[src/rtl/mrf_pkg.sv]
// mrf_pkg: clear-FSM state type and default sizes shared by multiport_reg_file.
package mrf_pkg;
  typedef enum logic [1:0] {IDLE, CLEAR, DONE} state_t;
  localparam int DEF_NUM_REGS   = 16;
  localparam int DEF_DATA_WIDTH = 8;
endpackage

[src/rtl/mrf_clear_seq.sv]
// mrf_clear_seq: clear FSM walking a counter over every register index, then one DONE cycle.
module mrf_clear_seq
  import mrf_pkg::*;
#(
  parameter  int NUM_REGS  = DEF_NUM_REGS,
  localparam int SEL_WIDTH = $clog2(NUM_REGS)
) (
  input  logic                 i_clk,
  input  logic                 i_rstN,
  input  logic                 i_clrReq,
  output logic                 o_clrEn,
  output logic [SEL_WIDTH-1:0] o_clrIdx,
  output logic                 o_busy,
  output logic                 o_clrDone
);
  localparam logic [SEL_WIDTH:0] LAST = (SEL_WIDTH+1)'(NUM_REGS - 1);
  state_t               r_state;
  logic [SEL_WIDTH:0]   r_cnt;
  always_ff @(posedge i_clk or negedge i_rstN) begin
    if (!i_rstN) begin
      r_state   <= IDLE;
      r_cnt     <= '0;
      o_busy    <= 1'b0;
      o_clrDone <= 1'b0;
    end else begin
      case (r_state)
        IDLE: if (i_clrReq) begin
          r_state <= CLEAR;
          r_cnt   <= '0;
          o_busy  <= 1'b1;
        end
        CLEAR: begin
          r_cnt <= r_cnt + 1'b1;
          if (r_cnt == LAST) begin
            r_state   <= DONE;
            o_clrDone <= 1'b1;
          end
        end
        DONE: begin
          r_state   <= IDLE;
          o_busy    <= 1'b0;
          o_clrDone <= 1'b0;
        end
        default: r_state <= IDLE;
      endcase
    end
  end
  assign o_clrEn  = (r_state == CLEAR);
  assign o_clrIdx = r_cnt[SEL_WIDTH-1:0];
endmodule

[src/rtl/multiport_reg_file.sv]
// multiport_reg_file: 1W/2R register file with write bypass and a sequenced whole-file clear.
// Define ZERO_REG_EN to hardwire reg[0] to zero.
module multiport_reg_file
  import mrf_pkg::*;
#(
  parameter  int NUM_REGS   = DEF_NUM_REGS,
  parameter  int DATA_WIDTH = DEF_DATA_WIDTH,
  localparam int SEL_WIDTH  = $clog2(NUM_REGS)
) (
  input  logic                  i_clk,
  input  logic                  i_rstN,
  input  logic                  i_wrEn,
  input  logic [SEL_WIDTH-1:0]  i_wrSel,
  input  logic [DATA_WIDTH-1:0] i_wrData,
  input  logic [SEL_WIDTH-1:0]  i_rdSelA,
  input  logic [SEL_WIDTH-1:0]  i_rdSelB,
  output logic [DATA_WIDTH-1:0] o_rdDataA,
  output logic [DATA_WIDTH-1:0] o_rdDataB,
  input  logic                  i_clrReq,
  output logic                  o_busy,
  output logic                  o_clrDone,
  output logic                  o_wrDrop
);
  logic [DATA_WIDTH-1:0] r_regs [NUM_REGS];
  logic                  w_clr_en;
  logic [SEL_WIDTH-1:0]  w_clr_idx;
  logic                  w_wr_acc;
  mrf_clear_seq #(.NUM_REGS(NUM_REGS)) u_clear_seq (
    .i_clk    (i_clk),
    .i_rstN   (i_rstN),
    .i_clrReq (i_clrReq),
    .o_clrEn  (w_clr_en),
    .o_clrIdx (w_clr_idx),
    .o_busy   (o_busy),
    .o_clrDone(o_clrDone)
  );
`ifdef ZERO_REG_EN
  // index 0 writes vanish without a drop pulse, so reg[0] and its bypass stay zero
  assign w_wr_acc = i_wrEn && !o_busy && (i_wrSel != '0);
`else
  assign w_wr_acc = i_wrEn && !o_busy;
`endif
  always_ff @(posedge i_clk or negedge i_rstN) begin
    if (!i_rstN) begin
      for (int i = 0; i < NUM_REGS; i++) r_regs[i] <= '0;
      o_rdDataA <= '0;
      o_rdDataB <= '0;
      o_wrDrop  <= 1'b0;
    end else begin
      if (w_clr_en) r_regs[w_clr_idx] <= '0;
      else if (w_wr_acc) r_regs[i_wrSel] <= i_wrData;
      o_rdDataA <= (w_wr_acc && i_wrSel == i_rdSelA) ? i_wrData : r_regs[i_rdSelA];
      o_rdDataB <= (w_wr_acc && i_wrSel == i_rdSelB) ? i_wrData : r_regs[i_rdSelB];
      o_wrDrop  <= i_wrEn && o_busy;
    end
  end
endmodule

[config.mk]
export PLATFORM = sky130hd
export DESIGN_NAME = multiport_reg_file
export DESIGN_NICKNAME = d
export VERILOG_FILES = /design/src/rtl/mrf_pkg.sv /design/src/rtl/mrf_clear_seq.sv /design/src/rtl/multiport_reg_file.sv
export SDC_FILE = /design/constraint.sdc
export NUM_CORES = 1
export LEC_CHECK = 0
export ABC_CLOCK_PERIOD_IN_PS = 1500
export BUFFER_PORTS_ARGS = -buffer_cell sky130_fd_sc_hd__buf_2
export CORE_MARGIN = 5
export CORE_UTILIZATION = 30
export CTS_CLUSTER_SIZE = 16
export DETAILED_ROUTE_END_ITERATION = 7
export GPL_ROUTABILITY_DRIVEN = 0
export SLEW_MARGIN = 20
export SYNTH_ARGS = -nofsm -noshare
export SYNTH_HDL_FRONTEND = slang
export SYNTH_SLANG_ARGS = --single-unit
[constraint.sdc]
create_clock -name i_clk -period 1.5 [get_ports i_clk]
set_input_delay 0.225 -clock i_clk [delete_from_list [all_inputs] [get_ports i_clk]]
set_output_delay 0.225 -clock i_clk [all_outputs]
set_load 0.05 [all_outputs]
==> results of run 1 <==
==> stage by stage <==
step	TNS (ps)	total power, uW	setup WS (ps)	cells	cell area (sq um)
after global routing	-20260	14310	-254.7	1154	11500
after floorplan	-17980	6743	-145.6	578	8127
after global placement	-24340	8353	-428.2	1093	10120
final	-12050	13720	-208.4	1154	11500
after CTS	-5038	13410	-187.8	1145	11210
after detailed placement	-26400	8425	-453.5	1093	10120
==> sequential cells by signal (all words and copies together), names as in the netlist <==
name,flops
u_clear_seq.r_cnt,5
u_clear_seq.o_busy,1
u_clear_seq.o_clrDone,1
r_regs,128
o_wrDrop,1
u_clear_seq.r_state,2
o_rdDataB,8
o_rdDataA,8
==> worst min-delay path by stage <==
stage,slack [ps],to,cells past startpoint,start
final,70,o_wrDrop,2,i_wrEn
after global routing,80,o_wrDrop,2,i_wrEn
after CTS,70,o_wrDrop,2,i_wrEn
after detailed placement,90,u_clear_seq.r_cnt[4],1,i_rstN
after global placement,80,u_clear_seq.r_cnt[4],1,i_rstN
after floorplan,-70,o_rdDataA[0],0,i_rstN
==> where the power goes <==
part           internal (uW)  leakage [uW]  switching [uW]  total [uW]
combinational           2090       0.00298            2130        4220
sequential              4580       0.00212             452        5030
clock                   2400      0.000296            2070        4470
total                   9070       0.00539            4650       13700
==> layout make-up <==
cell class / count / area (sq um)
tap: 335 / 419.2
sequential: 154 / 3861
inverter: 8 / 30.03
fill: 2356 / 14630
multi-input combinational: 369 / 4382
clock buffer: 17 / 425.4
timing repair buffer: 256 / 2202
clock inverter: 15 / 182.7
==> logic make-up (layout without fill, tap and decap cells) <==
kind of cell / count (synthesis) / count (layout) / synth area share [%]
AO/OA/AOI/OAI: 159 / 159 / 16.28
XOR/XNOR: 6 / 6 / 0.6568
adder cells (fa/ha/maj): 5 / 5 / 0.7819
buffers and inverters: 55 / 296 / 3.112
flip-flops: 154 / 154 / 48.16
multiplexers: 128 / 128 / 26.27
AND/OR/NAND/NOR: 71 / 71 / 4.738
==> metal layers <==
| metal | vias to the layer above | track usage, % | part of all wire, % |
|---|---|---|---|
| met4 | 2 | 5.687 | 2.5 |
| met5 | - | 0 | 0.049 |
| met3 | 46 | 4.057 | 6.5 |
| li1 | 2761 | - | - |
| met1 | 3340 | 25.08 | 45 |
| met2 | 249 | 26.34 | 46 |
==> layout by cell type, fill, tap and decap left out, drive strengths merged, types with 7 or more instances in the layout <==
| master | count |
|---|---|
| buf | 254 |
| nand2b | 7 |
| a22o | 130 |
| inv | 16 |
| mux4 | 64 |
| nand2 | 8 |
| mux2 | 16 |
| nor2 | 24 |
| mux2i | 48 |
| clkbuf | 18 |
| nor3 | 12 |
| a21oi | 20 |
| dfrtp | 154 |
==> repair_timing <==
item | in CTS | in global routing
setup endpoints to repair | 144 | 147
pin swaps | 38 | 20
buffers inserted | 21 | 14
resized for setup | 73 | 56
hold endpoints to repair | 154 | 0
cloned | 0 | 0
hold buffers | 1 | 0
==> results.cfg, run 1 <==
[global_routing]
antenna_found_initial = 1
grt_overflow_total = 0
grtUsageTotal_pct = 17.50
grt_pass1_wl_um = 40850
grt_pass1_vias = 6697
grt_max_degree = 46

[setup_path]
r2r_cells = 5
crit_chain = buf_4, mux4_2, mux2i_4, mux2i_1, mux2_4
worstSetupEndpointType = flip-flop
r2r_start = r_regs[5]
arrival_ps = 2030
critPathBufInv = 1
path_max_fanout = 2
crit_start = r_regs[5]
critical-path-top-delay-family = multiplexers
slowest_delay_ps = 500
worst_path_max_delay_cell = mux4_2
start_kind = flip-flop
rr_endpoint = o_rdDataA[5]
required_ps = 1820
worstSetupEndpoint = o_rdDataA[5]
cp.depth = 5
path_class = reg2reg
r2r_slack_ps = -210

[die]
io_pins = 43
core_sq_um = 26130
num_rows = 59
initial_core_util_pct = 30.62
die_x_um = 173.3
die_h_um = 173.3
dieArea_sq_um = 30040

[layout]
final_layout_size_suffix_gt1_share_pct = 52.99
fin_nets = 835
fin_util_pct = 44.02
syn2layout_area_growth_pct = 43.75
diodes = 0

[cts]
numClockSinks = 154
h-tree-depth = 4
clk_latency_ps = 440
clk_pin_slew_ps = 70
cts_root_buf = clkbuf_16
clock_path_buffers = 2
cts_tree = built
cts_buffers = 17

[yosys]
ys_types = 33
ys_seq_elements = 154
synth_area_leaders = dfrtp_1, mux4_2, a22o_1
synth_nets = 607
synth_area_sq_um = 8001
synth_edf_count = 0
synth_commonest_cells = dfrtp_1, a22o_1, mux4_2
yosys_most_used_dff = dfrtp_1
synth_top_cell_by_area = dfrtp_1
yosysMostFrequentCell = dfrtp_1
ys_seq_area_share_pct = 48.16
synth_cells = 578
yosysTopAreaCellShare_pct = 48.16
syn_avg_cell_area_sq_um = 13.84
async_flop_share_pct = 100.0
yosysWarningCount = 0

[power]
peakVddDrop_uv = 694.8
power_density_nw_per_um2 = 1193
leakage_uw = 0.005390

[sta]
holdWs_ps = 74.59
max_freq_mhz = 585.3
hold_violations = 0
rsz0062_at_grt = yes
relSlewSlack_pct = 49.17
maxSlewViolCount = 0
finalSetupViolCount = 130
fin_crit_ps = 1708
worst_slew_pin_slew_ps = 759.6
fin_ws_ps = -208.4
fin_skew_ps = 9.048
fin_crit_sh_pct = 113.9

[status]
violations = setup timing
outcome = finished with violations

[routing]
routed_wl_um = 26360
ant_nets = 0
dr.pass1.iters = 5
avgRoutedWirePerCell_um = 22.84
drt-initial-drc-count = 525
drc = 0
vias = 6398
viasPerCell = 5.544

[placement]
hpwl_um = 18170
io_buffers = 42

[job]
maxCapViolCount = 0

[hold_path]
min_path_type = in2reg
(Power assumes the default switching activity.)
==> inputs of run 2 (changes only) <==
--- a/config.mk
+++ b/config.mk
@@ -8,10 +8,12 @@
 export ABC_CLOCK_PERIOD_IN_PS = 1500
 export BUFFER_PORTS_ARGS = -buffer_cell sky130_fd_sc_hd__buf_2
 export CORE_MARGIN = 5
-export CORE_UTILIZATION = 30
+export CORE_UTILIZATION = 56
 export CTS_CLUSTER_SIZE = 16
 export DETAILED_ROUTE_END_ITERATION = 7
 export GPL_ROUTABILITY_DRIVEN = 0
+export PLACE_DENSITY = 0.77
+export RECOVER_POWER = 50
 export SLEW_MARGIN = 20
 export SYNTH_ARGS = -nofsm -noshare
 export SYNTH_HDL_FRONTEND = slang
==> run 2 against run 1 <==
Net effect:
- combinational power barely moved
- sequential power about the same
- critical path type unchanged
- the flow still finishes with violations (setup timing)
- largest power group unchanged
- final cell count decreased by 17%
- first-iteration DRC count up 94%
- global-route usage increased by 18 points
- routed wire length up 12%
- critical path depth is 2 higher
- worst hold slack improved by 2.7 ps
- clock-buffer cell count grew 7
- sequential share of layout area grew 1.6 points
- clock power fell by 9.6%
- register-to-register slack worse by 50 ps
==> results.cfg, run 2 (same netlist as run 1, synthesis figures left out) <==
[setup_path]
worstSetupEndpointType = flip-flop
r2r_slack_ps = -260
r2r_cells = 7
crit_start = u_clear_seq.r_state[1]
worstSetupEndpoint = r_regs[72]
critical-path-top-delay-family = buffers and inverters
arrival_ps = 2060
r2r_start = u_clear_seq.r_state[1]
start_kind = flip-flop
crit_path_frequent_cell = buf_6
path_max_fanout = 8
crit_chain = buf_6, nand3b_1, buf_6, nor2_4, a21oi_4, clkbuf_16, a22o_1
path_class = reg2reg
critPathBufInv = 3
worst_path_max_delay_cell = dfrtp_1
slowest_delay_ps = 430
cp.depth = 7
rr_endpoint = r_regs[72]
required_ps = 1800

[power]
p_seq_share_pct = 37.8
clock_power_share_pct = 30.3
power_density_nw_per_um2 = 1213
peakVddDrop_uv = 1157
internal_power_uw = 8915
combPwrFrac_pct = 31.9
power_uw = 13320
netSwitchingPower_uw = 4403
leakage_uw = 0.005130
swShare_pct = 33.06

[routing]
routed_wl_um = 29530
drc = 0
wl_met1_um = 10290
wl_met3_um = 3468
viasPerCell = 7.280
drt-initial-drc-count = 1017
top_layer = met4
vias = 6989
ant_nets = 0
avgRoutedWirePerCell_um = 30.76
wl_met2_um = 13900
dr.pass1.iters = 5

[die]
die_x_um = 129.5
core_sq_um = 13930
io_pins = 43
dieArea_sq_um = 16780
initial_core_util_pct = 57.42
die_h_um = 129.5
num_rows = 43

[layout]
final_common_cell = dfrtp_1
fin_area_sq_um = 10970
syn2layout_area_growth_pct = 37.15
largest_register = r_regs
largest_reg_flops = 128
top_regs = r_regs (128), o_rdDataA (8), o_rdDataB (8)
fin_nets = 797
fill_cells = 734
diodes = 0
final_layout_size_suffix_gt1_share_pct = 50.64
layout.cells.most_common_list = dfrtp_1, buf_4, a22o_1, mux4_2, buf_2

[global_routing]
grt_max_degree = 43
grtUsageTotal_pct = 35.88
grt_pass1_vias = 7276
antenna_found_initial = 0
grt_pass1_wl_um = 43950
grt_overflow_total = 0

[cts]
cts_root_buf = clkbuf_16
clk_pin_slew_ps = 60
clock_path_buffers = 2
cts_tree = built
h-tree-depth = 4
cts_buffers = 17
clk_latency_ps = 440
numClockSinks = 154

[sta]
max_freq_mhz = 568.7
finalSetupViolCount = 144
holdWs_ps = 77.33
hold_violations = 0
relSlewSlack_pct = 27.97
worst_slew_pin_slew_ps = 1080
fin_skew_ps = 22.46
fin_ws_ps = -258.4
maxSlewViolCount = 0
fin_crit_ps = 1758
fin_crit_sh_pct = 117.2
rsz0062_at_grt = yes

[hold_path]
worstHoldStart = i_wrEn
min_path_type = in2reg
hold_depth = 2

[status]
outcome = finished with violations
violations = setup timing

[job]
maxCapViolCount = 0

[placement]
placed_area_sq_um = 9618
hpwl_um = 18050
io_buffers = 42
==> run 2: changes by cell type in the layout (fill, tap and decap cells not counted), sizes merged <==
cell	change
buf	-40
clkinvlp	+1
inv	-8
clkbuf	+9
clkinv	-1
==> run 2: layout make-up <==
cell class / instances / area (sq um) / share of cell area, %
Clock buffer: 24 / 471.7 / 4.298
Tap cell: 180 / 225.2 / 2.052
Clock inverter: 7 / 68.82 / 0.6271
Inverter: 8 / 30.03 / 0.2736
Sequential cell: 154 / 3856 / 35.14
Timing Repair Buffer: 218 / 1901 / 17.32
Multi-Input combinational cell: 369 / 4422 / 40.29
==> run 2: through the flow <==
stage	setup WS [ps]	setup TNS [ps]	std cells	utilization, %
2_1_floorplan	-145.6	-17980	578	-
3_3_place_gp	-495.8	-19980	894	69.02
3_5_place_dp	-575.5	-26840	894	69.02
4_1_cts	-184.9	-10290	947	77.35
5_1_grt	-301.2	-34960	960	78.76
6_report	-258.4	-26530	960	78.76
==> run 2: timing repair <==
action,4_1_cts,5_1_grt
hold endpoints to repair,38,0
gates resized for setup,92,36
pin swaps,26,14
buffers inserted,23,14
endpoints found under the setup margin,144,146
hold buffers,1,0
==> run 2: how the worst min path moves through the flow <==
stage | endpoint | slack [ps]
floorplan | o_rdDataA[0] | -70
global placement | r_regs[54] | 180
detailed placement | r_regs[49] | 190
CTS | u_clear_seq.o_busy | 80
global route | o_wrDrop | 90
finish | o_wrDrop | 80
==> run 2: worst reg2reg max path: stages, from the launching register on <==
cell and delay, ps:
dfrtp_1 430, buf_6 150, nand3b_1 270, buf_6 210, nor2_4 90, a21oi_4 40
clkbuf_16 200, a22o_1 230
==> run 2: metal layers <==
layer  up-vias  track usage (%)
met5         -                0
met4         0            20.11
met3       148            10.39
met2       658            55.43
met1      3505            45.86
li1       2678                -
==> run 2: power by group through the flow <==
stage / Clock, uW / Combinational (uW) / Sequential [uW]
finish: 4040 / 4250 / 5030
detailed placement: 0 / 3250 / 5020
floorplan: 0 / 1690 / 5050
CTS: 4040 / 3820 / 4970
global placement: 0 / 3110 / 4990
global route: 4240 / 4450 / 5060
